File: src/rtl/pc_unit.sv
// pc_unit: fetch-stage program counter with stall/write-enable freeze, buffered redirects and a fetch counter.
// Optional PC_MISALIGN_TRAP_EN: misaligned applied redirects trap to TRAP_VECTOR instead of being aligned down.
module pc_unit #(
    parameter int              XLEN         = 32,
    parameter logic [XLEN-1:0] RESET_VECTOR = '0,
    parameter logic [XLEN-1:0] TRAP_VECTOR  = XLEN'('h100),
    parameter int              INSN_BYTES   = 4,
    parameter int              CNT_W        = 32
) (
    input  logic             clk_i,
    input  logic             rst_i,
    input  logic             start_i,
    input  logic             stall_i,
    input  logic             pc_write_i,
    input  logic             redirect_valid_i,
    input  logic [XLEN-1:0]  redirect_pc_i,
    output logic [XLEN-1:0]  pc_o,
    output logic             pc_valid_o,
    output logic             redirect_pend_o,
    output logic             misalign_o,
    output logic [CNT_W-1:0] fetch_cnt_o
);
    typedef enum logic {IDLE, RUN} state_t;
    localparam logic [XLEN-1:0] ALIGN_MASK = XLEN'(INSN_BYTES - 1);
    state_t r_state, w_state_next;
    logic [XLEN-1:0] r_pc, r_pend_pc, w_target, w_applied, w_pc_next;
    logic [CNT_W-1:0] r_cnt;
    logic r_pend, r_misalign, w_run, w_adv, w_use_redir, w_misalign;

    always_ff @(posedge clk_i or posedge rst_i)
        if (rst_i) r_state <= IDLE;
        else r_state <= w_state_next;

    always_comb w_state_next = start_i ? RUN : IDLE;

    always_comb pc_valid_o = (r_state == RUN);

    always_comb begin
        w_run       = (r_state == RUN) && start_i;
        w_adv       = w_run && !stall_i && pc_write_i;
        w_use_redir = redirect_valid_i || r_pend;
        w_target    = redirect_valid_i ? redirect_pc_i : r_pend_pc;
`ifdef PC_MISALIGN_TRAP_EN
        w_misalign  = w_adv && w_use_redir && ((w_target & ALIGN_MASK) != '0);
        w_applied   = ((w_target & ALIGN_MASK) != '0) ? TRAP_VECTOR : w_target;
`else
        w_misalign  = 1'b0;
        w_applied   = w_target & ~ALIGN_MASK;
`endif
        w_pc_next   = w_use_redir ? w_applied : r_pc + XLEN'(INSN_BYTES);
    end

    // Leaving RUN (or sitting in IDLE) parks the PC at the reset vector and drops any buffered redirect.
    always_ff @(posedge clk_i or posedge rst_i) begin
        if (rst_i) begin
            r_pc       <= RESET_VECTOR;
            r_pend     <= 1'b0;
            r_pend_pc  <= '0;
            r_cnt      <= '0;
            r_misalign <= 1'b0;
        end else begin
            r_misalign <= w_misalign;
            if (!w_run) begin
                r_pc   <= RESET_VECTOR;
                r_pend <= 1'b0;
            end else if (w_adv) begin
                r_pc   <= w_pc_next;
                r_pend <= 1'b0;
                r_cnt  <= r_cnt + CNT_W'(1);
            end else if (redirect_valid_i) begin
                r_pend    <= 1'b1;
                r_pend_pc <= redirect_pc_i;
            end
        end
    end

    assign pc_o            = r_pc;
    assign redirect_pend_o = r_pend;
    assign misalign_o      = r_misalign;
    assign fetch_cnt_o     = r_cnt;
endmodule

File: config.mk
export PLATFORM = sky130hd
export DESIGN_NAME = pc_unit
export DESIGN_NICKNAME = d
export VERILOG_FILES = /design/src/rtl/pc_unit.sv
export SDC_FILE = /design/constraint.sdc
export NUM_CORES = 1
export LEC_CHECK = 0
export BUFFER_PORTS_ARGS = -buffer_cell sky130_fd_sc_hd__buf_2
export CAP_MARGIN = 20
export CORE_MARGIN = 2
export CORE_UTILIZATION = 55
export CTS_CLUSTER_SIZE = 28
export DETAILED_ROUTE_END_ITERATION = 12
export PLACE_DENSITY = 0.82
export SYNTH_ARGS = -nofsm -noshare
export SYNTH_HDL_FRONTEND = slang
export SYNTH_SLANG_ARGS = --single-unit
File: constraint.sdc
create_clock -name clk_i -period 3.8 [get_ports clk_i]
set_input_delay 0.38 -clock clk_i [delete_from_list [all_inputs] [get_ports clk_i]]
set_output_delay 0.38 -clock clk_i [all_outputs]
set_load 0.02 [all_outputs]
== Word-level counts from Yosys, hierarchy flattened ==
Cells that the tools add are included.

* $add $sub $neg: 2
* $mul: 0
* Div/mod/pow operators: 0
* Magnitude comparators: 0
* Equality and inequality tests: 2
* Shift operators: 0
* Multiplexer cells: 8
* Bitwise gates (word level): 1
* Reduce and logical (&&, ||, !) cells: 8

{| class="wikitable"
|+ Operators by type and width
! cell !! count
|-
| $mux 32 || 4
|-
| $add 32x1->32 const B || 1
|-
| $add 32x3->32 const B || 1
|-
| $mux 1 || 4
|-
| $reduce_and 2->1 || 2
|-
| $logic_and 1x1->1 || 3
|-
| $ne 3x2->1 const B || 1
|-
| $reduce_and 3->1 || 1
|-
| $ne 2x1->1 const B || 1
|-
| $logic_not 1->1 || 1
|-
| $logic_or 1x1->1 || 1
|-
| $not 1->1 || 1
|}

* Bits in registers: 98
* Latch bits: 0
* Memory bits (writable): 0
* Memory bits (read-only): 0
* Bits of input ports: 38
* Output and inout port bits: 67
* Word-level logic and storage cells: 27
* Memories kept: 0

== Longest topological paths before layout ==
Gate-level depths: netlist of the first run.

* Depth in word-level cells: 5
* Gate-level depth with buffers: 7
* Gate-level depth less buffers: 6

== Worst setup path after synthesis of the first run ==
Ideal clock, no wire load.

* Path type: flip-flop to flip-flop
* Start point: register r_pc[2], in the netlist pc_o[2]
* End point: register r_pc[25], in the netlist pc_o[25]
* Library setup time: 0.069 ns
* Arrival: 1.917 ns
* Path slack: 1.814 ns
* Cell stages (with the launch flop): 6
* Path buffers: 0
* Clock period less this slack: 1.986 ns
* Path through: dfrtp_1 nand4_4 nor4_4 nand4_4 or4b_1 nand3_1

* Longest elaborated chain between the ends: 4

{| class="wikitable"
|+ RTL lines
! item !! RTL line !! RTL
|-
| start: declaration || 26 || <nowiki>logic [XLEN-1:0] r_pc, r_pend_pc, w_target, w_applied, w_pc_next;</nowiki>
|-
| start signal: assignment || 67 || <nowiki>r_pc <= w_pc_next;</nowiki>
|-
| $add 32x3->32 || 50 || <nowiki>w_pc_next = w_use_redir ? w_applied : r_pc + XLEN'(INSN_BYTES);</nowiki>
|-
| $mux 32 || 50 ||
|-
| $mux 32 || 66 || <nowiki>end else if (w_adv) begin</nowiki>
|-
| $mux 32 || 63 || <nowiki>if (!w_run) begin</nowiki>
|}

No other way between the ends. The select of a mux whose other input is x is not followed.
A chain may end at the register's enable or synchronous reset.

== Worst setup path after layout of the first run ==
* Start point: register r_pend, in the netlist redirect_pend_o
* End point: register r_pc[29], in the netlist pc_o[29]

* Longest elaborated chain between the ends: 4

{| class="wikitable"
|+ RTL lines
! item !! RTL line !! RTL
|-
| start: declaration || 28 || <nowiki>logic r_pend, r_misalign, w_run, w_adv, w_use_redir, w_misalign;</nowiki>
|-
| start signal: assignment || 57 || <nowiki>r_pend <= 1'b0;</nowiki>
|-
| start signal: assignment || 65 || <nowiki>r_pend <= 1'b0;</nowiki>
|-
| start signal: assignment || 68 || <nowiki>r_pend <= 1'b0;</nowiki>
|-
| $logic_or 1x1->1 || 41 || <nowiki>w_use_redir = redirect_valid_i || r_pend;</nowiki>
|-
| $mux 32 || 50 ||
|-
| $mux 32 || 66 ||
|-
| $mux 32 || 63 ||
|}

No other way between the ends. The select of a mux whose other input is x is not followed.

==> results of run 1 <==
-- where the power goes --
part | switching (mW) | total (mW) | leakage, nW | internal [mW]
clock network | 0.373 | 0.746 | 0.114 | 0.373
registers | 0.0839 | 1.18 | 1.25 | 1.10
logic | 0.212 | 0.355 | 1.47 | 0.144
total | 0.668 | 2.28 | 2.83 | 1.61
-- per-layer routing --
metal  track usage  wire length [µm]  up-vias
li1              -                 -     1966
met1        0.3493              5221     2060
met2        0.4260              6076      189
met3       0.04823               890       19
met4        0.1012               197        0
met5             0                 0        -
-- per-stage QoR --
stage          cell area (µm²)  utilization  cells  setup slack (ps)  hold WS [ps]
5_1_grt                   5753       0.6629    703              1221         179.7
3_3_place_gp              5480       0.6315    684              1546         455.3
4_1_cts                   5700       0.6569    700              1456         173.0
2_1_floorplan             4925            -    494             971.3         411.4
6_report                  5753       0.6629    703              1358         189.7
3_5_place_dp              5480       0.6315    684              1488         451.8
-- cell families (layout without fill, tap and decap cells) --
| logic type | count (synthesis) | count (layout) | synth area share |
|---|---|---|---|
| fa+ha+maj | 2 | 2 | 0.005088 |
| other cells | 1 | 3 | 0.0007626 |
| xor+xnor | 35 | 35 | 0.06234 |
| mux | 37 | 37 | 0.08015 |
| simple gates | 175 | 175 | 0.1969 |
| buf+inv | 39 | 140 | 0.03766 |
| compound gates | 109 | 109 | 0.1387 |
| flops | 94 | 94 | 0.4784 |
-- path summary, 6_finish.rpt --
path | start | end | slack, ps | depth (start not counted)
hold reg to reg | fetch_cnt_o[31] | fetch_cnt_o[31] | 470 | 1
setup reg to reg | redirect_pend_o | pc_o[29] | 1360 | 6
min in group asynchronous | rst_i | r_pend_pc[5] | 450 | 3
max in group asynchronous | rst_i | fetch_cnt_o[7] | 2530 | 5
setup / recovery | redirect_pend_o | pc_o[29] | 1360 | 6
hold / removal | start_i | pc_valid_o | 190 | 1
-- Yosys cell counts, types with 3 or more instances --
cell type   n
a21oi_1    19
nor4_1      4
buf_4       4
o21ai_0    48
a22o_1      4
nor2_1     31
and2_1      3
a32o_1      3
a31oi_1     6
mux2i_1    18
nand2_1    61
o211ai_1    4
or2_2       3
nand4_1    12
and4_1      8
dfrtp_1    94
mux2_2     19
nand4_4     3
nand3_1    22
xnor2_1    25
clkbuf_1   14
o221ai_1    4
and3_1      8
inv_1      15
buf_6       3
nand2b_1    4
nor3_1      5
xor2_1     10
a221oi_1    5
-- area by class of cell --
class                           instances  share of cell area
Inverter                               15             0.01000
Sequential cell                        94              0.4089
Tap cell                              108             0.02349
Timing Repair Buffer                  109              0.1044
Multi-Input combinational cell        361              0.4150
Clock inverter                          7             0.01675
Clock buffer                            9             0.02153
-- sequential cells by signal, summed over array words and instances (netlist names) --
name             count
fetch_cnt_o         32
pc_o                30
pc_valid_o           1
r_pend_pc           30
redirect_pend_o      1
-- worst max-delay path: cells and delay by family, from the launching register on --
family	cells	cell delay, ps
buffers and inverters	1	240
flip-flops	1	670
AND/OR/NAND/NOR	2	1010
AO/OA/AOI/OAI	3	400
==> summary.md, run 1 <==
| Metric | Value |
|---|---|
| Run status | finished clean |
| Post-synth EDFFs | 0 |
| Top library cells by usage in the layout, fill and taps aside | 99 x buf_2, 94 x dfrtp_1, 61 x nand2_1 |
| Nets | 630 |
| Register Area | 2352 µm² |
| Pin count of the biggest net entering global routing | 61 |
| Worst Max-Slew Pin Slew | 1012 ps |
| Highest attainable clock frequency | 0.4095 GHz |
| Ratio of final minimum period to clock period | 0.6426 |
| Crit path capture type | register |
| Maxcap violations | 0 |
| Number of vias in the routed layout | 4234 |
| # clock sinks | 94 |
| Hpwl dp | 8.463 mm |
| Maximum count of clock buffers along a single path | 2 |
| Starting density of the core | 0.5666 |
| Final Hold Fails | 0 |
| Relative area change from synthesis to final layout | 17.00% |
| Clk Latency, worst-skew pair | 370 ps |
| Wire length of the first global-routing pass | 20.34 mm |
| Number of storage elements in the synthesis netlist | 94 |
| Warning count from the yosys run | 0 |
| Async set-reset flop share out of synthesis | 1.000 |
| Number of global-route vias before repair | 4072 |
| Top cell type by total area after synthesis | dfrtp_1 |
| Number of hold buffers added after cts | 0 |
| Clock slew seen by the registers of the worst setup and hold paths | 90 ps |
| Setup Buffers After CTS | 0 |
| Pre-Repair DR Iteration Count | 5 |
| Portion of the post-synthesis area used by sequential elements | 0.4784 |
| Chip width | 98.56 µm |
| Maximum cell stage delay along the critical path | 900 ps |
| Final critical path time including I/O delays and setup | 2442 ps |
| Number of antenna violations at the first check in global routing | 0 |
| Area share of the leading cell type in the synthesized netlist | 0.4784 |
| Power density cells | 396.9 nW/µm² |
| Worst path arrival time | 2700 ps |
| Avg Synthesized Cell Area | 9.994 µm² |
| Most common cell after layout, fill and taps aside | buf_2 |
| Unrepaired setup endpoints after global routing | no |
| Critical path launch point type | register |
| Die height | 98.56 µm |
| Critical-path cell with the highest stage delay | nor2_1 |
| Top_reg_cell synth | dfrtp_1 |
| Number of buffers created by CTS | 9 |
| Final antenna-violating net count | 0 |
| Area occupied by multi-input gates | 2387 µm² |
| Post-detailed-routing wire length | 12.39 mm |
| I/O pins | 105 |
| Total global routing track utilization | 0.2613 |
| Core area | 8678 µm² |
| CTS root buffer | clkbuf_8 |
| Total negative setup slack | 0 ps |
| Post-detailed-route via-to-cell ratio | 6.023 |
| TritonCTS clock tree | done |
| Required @ worst endpoint | 4060 ps |
| Iteration-0 DRC count of the detailed router | 301 |
| # fillers | 699 |
| Final count of negative-setup-slack endpoints | 0 |
| Cell row count | 34 |
| Final Wtd Congestion | 0.8910 |
| Count of input and output buffers | 99 |
| Power, Total | 2.283 mW |
| Area of the die | 9713 µm² |
| Clock skew after layout | 13.75 ps |
| Count of instances resized after the clock tree is built | 0 |
| H-Tree Depth | 3 |
| Path type of the worst min-delay path | in -> reg |
| Post-synthesis cell type count | 51 |
| CP Cell Sequence | nor2_1 > nand2_1 > buf_4 > a31oi_1 > o21ai_0 > o311ai_0 |
| Number of remaining DRC errors | 0 |
| Proportion of layout cells with a drive suffix above 1 | 0.2639 |
| Max_slew headroom | 0.3226 |
| Synthesized instance count | 492 |
| Count of antenna diodes in the layout | 0 |
| Total grt overflow | 0 |
| Final number of max-transition violations | 0 |
| Type of the worst setup path | reg -> reg |
| Cell area after technology mapping | 4917 µm² |
| Static leakage power | 2.827 nW |
| Routed length per instance | 17.62 µm |
| Crit-path max FO | 21 |
| Worst VDD drop | 230.0 µV |
| Cells taking the most area after synthesis | dfrtp_1 48%, o21ai_0 4.9%, nand2_1 4.7% |
(Power assumes the default switching activity.)
==> inputs of run 2 (changes only) <==
==> constraint.sdc (replaced) <==
create_clock -name clk_i -period 2.3 [get_ports clk_i]
set_input_delay 0.23 -clock clk_i [delete_from_list [all_inputs] [get_ports clk_i]]
set_output_delay 0.23 -clock clk_i [all_outputs]
set_load 0.02 [all_outputs]
==> summary.md, run 2 (same netlist as run 1, synthesis figures left out) <==
| Metric | Value |
|---|---|
| Count of buffering cells on the critical path with inverters included | 0 |
| Number of global-route vias before repair | 4223 |
| Clock skew after layout | 10.11 ps |
| Worst path arrival time | 2380 ps |
| Path type of the worst min-delay path | in -> async |
| Required @ worst endpoint | 2550 ps |
| Worst VDD drop | 383.7 µV |
| Type of the worst setup path | reg -> reg |
| Switching power of the nets | 1.086 mW |
| Count of placed standard cells including taps | 688 |
| Smallest setup slack after layout | 170.3 ps |
| Area of the die | 9713 µm² |
| Final number of max-transition violations | 0 |
| Proportion of layout cells with a drive suffix above 1 | 0.2668 |
| Static leakage power | 2.818 nW |
| Maxcap violations | 0 |
| Internal reg-to-reg setup slack | 170 ps |
| Core area | 8678 µm² |
| Failing checks | hold timing |
| Number of buffers created by CTS | 9 |
| Post-detailed-route via-to-cell ratio | 6.128 |
| Max_slew headroom | 0.5399 |
| Starting density of the core | 0.5666 |
| Most common cell after layout, fill and taps aside | buf_2 |
| Total grt overflow | 0 |
| Clk Latency, worst-skew pair | 370 ps |
| Flip-flop count of the largest register after layout | 32 |
| Top Family by Delay on Critical Path | simple AND/OR/NAND/NOR gates |
| Number of hold buffers added after cts | 0 |
| # fillers | 691 |
| Relative area change from synthesis to final layout | 16.62% |
| Number of remaining DRC errors | 0 |
| Total negative setup slack | 0 ps |
| Crit path capture type | register |
| Hpwl dp | 8.719 mm |
| Combinational share of power | 0.160 |
| Final count of negative-setup-slack endpoints | 0 |
| Cell row count | 34 |
| Worst reg2reg endpoint | pc_o[30] |
| Maximum count of clock buffers along a single path | 2 |
| Post-Route Hold Slack | -8.946 ps |
| Depth of the worst register-to-register path | 6 |
| Final non-filler cell total | 704 |
| Internal portion of total power | 2.612 mW |
| Clock slew seen by the registers of the worst setup and hold paths | 90 ps |
| Top library cells by usage in the layout, fill and taps aside | 99 x buf_2, 94 x dfrtp_1, 61 x nand2_1 |
| Wire length of the first global-routing pass | 20.78 mm |
| Unrepaired setup endpoints after global routing | no |
| Iteration-0 DRC count of the detailed router | 311 |
| I/O pins | 105 |
| Final Wtd Congestion | 0.9059 |
| Count of instances resized after the clock tree is built | 0 |
| Routed length per instance | 17.87 µm |
| Crit-path max FO | 6 |
| # clock sinks | 94 |
| TritonCTS clock tree | done |
| Power density cells | 645.0 nW/µm² |
| Worst Max-Slew Pin Slew | 683.8 ps |
| Reg-to-Reg Start | pc_o[2] |
| Highest attainable clock frequency | 0.4696 GHz |
| Nets | 631 |
| Post-detailed-routing wire length | 12.58 mm |
| CP Cell Sequence | ha_1 > nand3_1 > nor4_1 > and3_1 > o21ai_0 > o2bb2ai_1 |
| Final critical path time including I/O delays and setup | 2130 ps |
| Setup Buffers After CTS | 0 |
| Maximum cell stage delay along the critical path | 500 ps |
| Area occupied by multi-input gates | 2387 µm² |
| Total global routing track utilization | 0.2650 |
| Pre-Repair DR Iteration Count | 5 |
| CTS root buffer | clkbuf_8 |
| Proportion of total power due to net switching | 0.2937 |
| Number of antenna violations at the first check in global routing | 0 |
| Chip width | 98.56 µm |
| Critical path launch point type | register |
| Final Hold Fails | 2 |
| Clock network fraction of design power | 0.313 |
| Run status | finished with violations |
| Count of input and output buffers | 99 |
| H-Tree Depth | 3 |
| Ratio of final minimum period to clock period | 0.9259 |
| Pin count of the biggest net entering global routing | 95 |
| Post-placement worst setup slack | 294.2 ps |
| Die height | 98.56 µm |
| Critical-path cell with the highest stage delay | dfrtp_1 |
| Register Area | 2352 µm² |
| Number of vias in the routed layout | 4314 |
| Sequential cell fraction of total power | 0.527 |
| Final antenna-violating net count | 0 |
| Count of antenna diodes in the layout | 0 |
## run 2: cell types whose count changed in the layout (fill, tap and decap cells not counted), sizes merged
| cell | before | now |
|---|---|---|
| clkinv | 5 | 4 |
| inv | 15 | 14 |
| bufinv | 2 | 1 |
| buf | 108 | 110 |
| clkinvlp | 0 | 1 |
| dlygate4sd3 | 1 | 0 |
| clkbuf | 9 | 11 |
## run 2: worst min-delay path, delay by kind of cell
kind                   cells  cell delay (ps)
buffers and inverters      3              570
## run 2: stage by stage
stage	total power [mW]	hold WS, ps	util	instance area, µm²
6_report	3.699	-8.946	0.6608	5734
5_1_grt	3.869	29.80	0.6608	5734
4_1_cts	3.707	19.86	0.6608	5734
3_5_place_dp	2.569	416.7	0.6367	5525
3_3_place_gp	2.526	411.8	0.6367	5525
2_1_floorplan	2.356	261.4	-	4928
## run 2: worst max-delay path by stage
stage | start | to | slack [ps] | cells after the start
4_1_cts | pc_o[2] | pc_o[30] | 220 | 6
3_5_place_dp | pc_o[2] | pc_o[14] | 290 | 6
5_1_grt | pc_o[2] | pc_o[30] | 50 | 6
2_1_floorplan | pc_o[2] | pc_o[25] | 310 | 5
3_3_place_gp | fetch_cnt_o[0] | fetch_cnt_o[20] | 360 | 6
6_report | pc_o[2] | pc_o[30] | 170 | 6
## run 2: power groups by stage
stage               registers (mW)  logic [mW]  clock network, mW
global route                  1.97       0.657               1.24
CTS                           1.95       0.597               1.16
detailed placement            1.98       0.591                  0
floorplan                     2.01       0.342                  0
finish                        1.95       0.591               1.16
global placement              1.96       0.566                  0
## run 2: cell type report
type	count	area share
timing repair buffer	110	0.1030
tap	108	0.02357
multi-input combinational	361	0.4163
inverter	15	0.01047
clock inverter	5	0.01004
clock buffer	11	0.02640
sequential	94	0.4102
## run 2: per-layer routing
metal  vias to the layer above  GRT usage  wire length [µm]
li1                       1976          -                 -
met1                      2096     0.3404              5149
met5                         -          0                 0
met3                        37    0.05177               866
met2                       205     0.4505              6237
met4                         0    0.09273               325
